## src/rtl/ecc_pkg.sv

```systemverilog
// Shared types and constants for the ECC job dispatcher and its operand checker.
package ecc_pkg;

  localparam int ECC_OPW  = 4;
  localparam int ECC_SIZE = 32;

  localparam logic [1:0] STATUS_OK      = 2'b00;
  localparam logic [1:0] STATUS_INF     = 2'b01;
  localparam logic [1:0] STATUS_BAD     = 2'b10;
  localparam logic [1:0] STATUS_TIMEOUT = 2'b11;

  typedef enum logic [1:0] {
    ST_IDLE,
    ST_LAUNCH,
    ST_WAIT,
    ST_RESP
  } disp_state_t;

endpackage

```

## src/rtl/ecc_operand_check.sv

```systemverilog
// Combinational operand screen: flags unusable field parameters and the k==0 point-at-infinity case.
module ecc_operand_check #(
  parameter int OPW = ecc_pkg::ECC_OPW
) (
  input  logic [OPW-1:0] a,
  input  logic [OPW-1:0] prime,
  input  logic [OPW-1:0] px,
  input  logic [OPW-1:0] py,
  input  logic [OPW-1:0] k,
  output logic           bad,
  output logic           inf
);

  // The field needs an odd modulus of at least 3, and every coordinate must already be reduced.
  assign bad = (prime < OPW'(3)) || !prime[0] || (a >= prime) || (px >= prime) || (py >= prime);
  assign inf = (k == '0);

endmodule

```

## src/rtl/ecc_job_dispatcher.sv

```systemverilog
// Valid/ready front end for the scalar-multiplication engine: screens operands, launches, waits and returns a status.
module ecc_job_dispatcher
  import ecc_pkg::*;
#(
  parameter int SIZE    = ECC_SIZE,
  parameter int OPW     = ECC_OPW,
  parameter int TIMEOUT = 50000
) (
  input  logic            i_clk,
  input  logic            i_rst,
  input  logic            i_req_valid,
  output logic            o_req_ready,
  input  logic [OPW-1:0]  i_a,
  input  logic [OPW-1:0]  i_prime,
  input  logic [OPW-1:0]  i_Px,
  input  logic [OPW-1:0]  i_Py,
  input  logic [OPW-1:0]  i_k,
  output logic            o_eng_start,
  output logic [OPW-1:0]  o_eng_a,
  output logic [OPW-1:0]  o_eng_prime,
  output logic [OPW-1:0]  o_eng_Px,
  output logic [OPW-1:0]  o_eng_Py,
  output logic [OPW-1:0]  o_eng_k,
  input  logic            i_eng_done,
  input  logic [SIZE-1:0] i_eng_kPx,
  input  logic [SIZE-1:0] i_eng_kPy,
  output logic            o_rsp_valid,
  input  logic            i_rsp_ready,
  output logic [SIZE-1:0] o_rsp_kPx,
  output logic [SIZE-1:0] o_rsp_kPy,
  output logic [1:0]      o_rsp_status,
  output logic            o_busy
);

  localparam int              CNTW     = $clog2(TIMEOUT + 1);
  localparam logic [CNTW-1:0] CNT_LAST = CNTW'(TIMEOUT - 1);

  disp_state_t     state;
  logic [CNTW-1:0] wait_cnt;
  logic            op_bad;
  logic            op_inf;

  ecc_operand_check #(.OPW(OPW)) u_check (
    .a     (i_a),
    .prime (i_prime),
    .px    (i_Px),
    .py    (i_Py),
    .k     (i_k),
    .bad   (op_bad),
    .inf   (op_inf)
  );

  assign o_req_ready = (state == ST_IDLE);
  assign o_busy      = (state != ST_IDLE);

  always_ff @(posedge i_clk) begin
    if (i_rst) begin
      state        <= ST_IDLE;
      wait_cnt     <= '0;
      o_eng_start  <= 1'b0;
      o_eng_a      <= '0;
      o_eng_prime  <= '0;
      o_eng_Px     <= '0;
      o_eng_Py     <= '0;
      o_eng_k      <= '0;
      o_rsp_valid  <= 1'b0;
      o_rsp_kPx    <= '0;
      o_rsp_kPy    <= '0;
      o_rsp_status <= STATUS_OK;
    end else begin
      case (state)
        ST_IDLE: begin
          if (i_req_valid) begin
            o_eng_a     <= i_a;
            o_eng_prime <= i_prime;
            o_eng_Px    <= i_Px;
            o_eng_Py    <= i_Py;
            o_eng_k     <= i_k;
            // Rejected jobs answer immediately and never touch the engine; BAD outranks INF.
            if (op_bad || op_inf) begin
              o_rsp_kPx    <= '0;
              o_rsp_kPy    <= '0;
              o_rsp_status <= op_bad ? STATUS_BAD : STATUS_INF;
              o_rsp_valid  <= 1'b1;
              state        <= ST_RESP;
            end else begin
              o_eng_start <= 1'b1;
              state       <= ST_LAUNCH;
            end
          end
        end
        ST_LAUNCH: begin
          o_eng_start <= 1'b0;
          wait_cnt    <= '0;
          state       <= ST_WAIT;
        end
        ST_WAIT: begin
          if (i_eng_done) begin
            o_rsp_kPx    <= i_eng_kPx;
            o_rsp_kPy    <= i_eng_kPy;
            o_rsp_status <= STATUS_OK;
            o_rsp_valid  <= 1'b1;
            state        <= ST_RESP;
          end else if (wait_cnt == CNT_LAST) begin
            o_rsp_kPx    <= '0;
            o_rsp_kPy    <= '0;
            o_rsp_status <= STATUS_TIMEOUT;
            o_rsp_valid  <= 1'b1;
            state        <= ST_RESP;
          end else begin
            wait_cnt <= wait_cnt + 1'b1;
          end
        end
        ST_RESP: begin
          if (i_rsp_ready) begin
            o_rsp_valid <= 1'b0;
            state       <= ST_IDLE;
          end
        end
        default: state <= ST_IDLE;
      endcase
    end
  end

endmodule

```

## config.mk

```make
export PLATFORM = sky130hd
export DESIGN_NAME = ecc_job_dispatcher
export DESIGN_NICKNAME = d
export VERILOG_FILES = /design/src/rtl/ecc_pkg.sv /design/src/rtl/ecc_operand_check.sv /design/src/rtl/ecc_job_dispatcher.sv
export SDC_FILE = /design/constraint.sdc
export NUM_CORES = 1
export LEC_CHECK = 0
export CAP_MARGIN = 20
export CORE_UTILIZATION = 35
export DETAILED_ROUTE_END_ITERATION = 8
export PLACE_DENSITY = 0.76
export SYNTH_ARGS = -nofsm -noshare
export SYNTH_HDL_FRONTEND = slang
export SYNTH_SLANG_ARGS = --single-unit
export TNS_END_PERCENT = 10
```

## constraint.sdc

```tcl
create_clock -name i_clk -period 6.8 [get_ports i_clk]
set_input_delay 1.7 -clock i_clk [delete_from_list [all_inputs] [get_ports i_clk]]
set_output_delay 1.7 -clock i_clk [all_outputs]
set_load 0.05 [all_outputs]
```

==> flow_metrics.tcl <==
set metrics [dict create \
    cts_setup_buffers 0 \
    rows 41 \
    insertion_delay_ns 0.34 \
    die_w_um 117.5 \
    synthTopCellsByCount "nand2_1 (111), dfxtp_1 (106), a21oi_1 (65)" \
    holdBufCountCts 0 \
    rsz0062_at_grt "false" \
    maxCapViolCount 0 \
    p_per_area_mw_per_mm2 306.2 \
    vdd_drop_max_mv 0.2265 \
    cp_max_fo 38 \
    gp_congestion 0.7741 \
    total_leakage_power_uw 0.002313 \
    hpwlAfterDp_um 8698 \
    synth_area_leaders "dfxtp_1 (45%), nand2_1 (8.9%), a21oi_1 (7.0%)" \
    slowest_stage "and2_1" \
    cts_htree_levels 3 \
    synth.most_common_cell "nand2_1" \
    synth_top_area_share_pct 45.47 \
    crit_type "in2reg" \
    dieArea_mm2 0.01380 \
    report.final.slew_viol_count 0 \
    ys_seq_elements 106 \
    setup.worst_path.start_class "primary input" \
    async_reset_ff_share_pct 0 \
    grt_pass1_wl_um 20490 \
    ant_nets 0 \
    clock_sinks 106 \
    synth_top_cell_by_area "dfxtp_1" \
    min_path_type "reg2reg" \
    slowest_delay_ns 0.65 \
    grt_use_total_pct 18.14 \
    worstSetupEndpoint "o_rsp_kPx[9]" \
    clock-root-buffer "clkbuf_16" \
    fill_cells 1176 \
    io_pins 179 \
    worstPathRequired_ns 7.08 \
    finalCriticalPeriod_ns 4.456 \
    die-height_um 117.5 \
    initial_core_util_pct 36.39 \
    portBuffers 178 \
    avgRoutedWirePerCell_um 14.42 \
    antenna_found_initial 0 \
    skew_ns 0.005817 \
    whs_ns 0.4488 \
    tightest_slew_ns 0.8030 \
    setup_viol 0 \
    core_mm2 0.01282 \
    ys_types 47 \
    fmax_mhz 224.4 \
    cts-resized-gates 0 \
    p_total_uw 2088 \
    drt_iter0_markers 217 \
    clk_pin_slew_ns 0.07 \
    grt_pass1_vias 4262 \
    antenna_cells 0 \
    hold_viol_final 0 \
    slew_headroom_pct 46.47 \
    path_cells "clkdlybuf4s50_1 > and2_1 > a21oi_1 > o21bai_4 > a31oi_4 > buf_4 > nand3_1 > a21oi_2" \
    synth_fp_nets 649 \
    syn_avg_cell_area_um2 8.595 \
    rr_startpoint "state[0]" \
    worstPathArrival_ns 4.74 \
    reg2reg_to "o_rsp_kPx[9]" \
    tns_ns 0 \
    yosysSeqAreaShare_pct 45.47 \
    yosysWarnings 0 \
    num_vias 4394 \
    post-route-period-util_pct 65.52 \
    grt_max_degree 92 \
    cts_buffers 9 \
    rr_worst_depth 9 \
    syn_inst 543 \
    synth-edff-count 0 \
    cp-startpoint "i_req_valid" \
    r2r_setup_slack_ns 3.33 \
    grt_overflow 0 \
    status "finished clean" \
    layout.nets 804 \
    synthToLayoutAreaGrowth_pct 46.14 \
    synth-main-ff-cell "dfxtp_1" \
    drive_gt1_share_pct 9.829 \
    wl_um 12610 \
    clock_path_buffers 2 \
    cts_tree "yes" \
    drc 0 \
    via_per_inst 5.027 \
    end_kind "flip-flop" \
    netlist_area_mm2 0.004667 \
    first_pass_iters 4 \
]
[sequential cells by signal (all words and copies together), names as in the netlist, 4 cells and up]
register and count:
o_eng_Px 4, o_eng_Py 4, o_eng_a 4, o_eng_k 4, o_eng_prime 4, o_rsp_kPx 32
o_rsp_kPy 32, wait_cnt 16
[critical path, delay by kind of cell]
kind | cells | cell delay (ns)
AND/OR/NAND/NOR | 2 | 0.83
buffers and inverters | 2 | 1.07
AO/OA/AOI/OAI | 4 | 1.11
[per-layer routing]
layer | track usage [%] | vias up | part of all wire, %
met4 | 5.369 | 0 | 1.8
met5 | 0 | - | 0
met3 | 6.202 | 17 | 6.6
met1 | 21.59 | 2064 | 44
li1 | - | 2157 | -
met2 | 30.77 | 156 | 48
[where the power goes]
group / total [uW] / internal (uW) / switching, uW / leakage [uW]
registers: 710 / 677 / 33.1 / 0.000858
logic: 820 / 246 / 573 / 0.00130
clock network: 559 / 341 / 218 / 0.000156
total: 2090 / 1260 / 824 / 0.00231
[kinds of logic (layout without fill, tap and decap cells)]
group	count (synthesis)	in the layout	synth area share (%)
AND/OR/NAND/NOR	234	234	24.40
AO/OA/AOI/OAI	122	122	17.75
flip-flops	106	106	45.47
buffers and inverters	53	212	5.764
adder cells (fa/ha/maj)	17	17	4.558
XOR/XNOR	11	11	2.064
[cell type report]
cell class              instances  area, um2  share of cell area, %
clock buffers                  13      260.3                  3.816
clock inverters                 2      60.06                 0.8806
inverters                      15      56.30                 0.8255
multi-input cells             384       2277                  33.39
flip-flops and latches        106       2122                  31.11
well taps                     172      215.2                  3.155
repair buffers                182       1829                  26.82
[cells in the final DEF, fill, tap and decap left out, drive strengths merged, types with 2 or more instances in the layout]
cell           instances
clkdlybuf4s50        177
nand2                111
dfxtp                106
a21oi                 95
nand3                 69
nor2                  21
ha                    17
inv                   15
clkbuf                13
nor3                   7
xor2                   6
o21ai                  5
xnor2                  5
buf                    5
nand2b                 4
a211oi                 4
and3                   4
and2                   4
o211ai                 3
o2111ai                3
a31oi                  3
nor4b                  2
and4bb                 2
nor2b                  2
or3                    2
bufinv                 2
a31o                   2
[how the worst min path moves through the flow]
| stage | cells after the start | startpoint | to |
|---|---|---|---|
| global placement | 2 | o_rsp_kPy[15] | o_rsp_kPy[15] |
| global route | 2 | o_rsp_kPy[11] | o_rsp_kPy[11] |
| CTS | 2 | o_rsp_kPy[19] | o_rsp_kPy[19] |
| detailed placement | 2 | o_rsp_kPy[19] | o_rsp_kPy[19] |
| finish | 2 | o_rsp_kPy[19] | o_rsp_kPy[19] |
| floorplan | 2 | wait_cnt[9] | wait_cnt[9] |
[stage by stage]
stage          instances  area (um2)  setup slack [ns]  utilization (%)
2_1_floorplan        543        4667             3.401                -
3_3_place_gp         858        6472             2.067            50.47
3_5_place_dp         858        6472             1.968            50.47
4_1_cts              873        6793             2.348            52.97
5_1_grt              874        6820             2.123            53.18
6_report             874        6820             2.344            53.18
(Power assumes the default switching activity.)
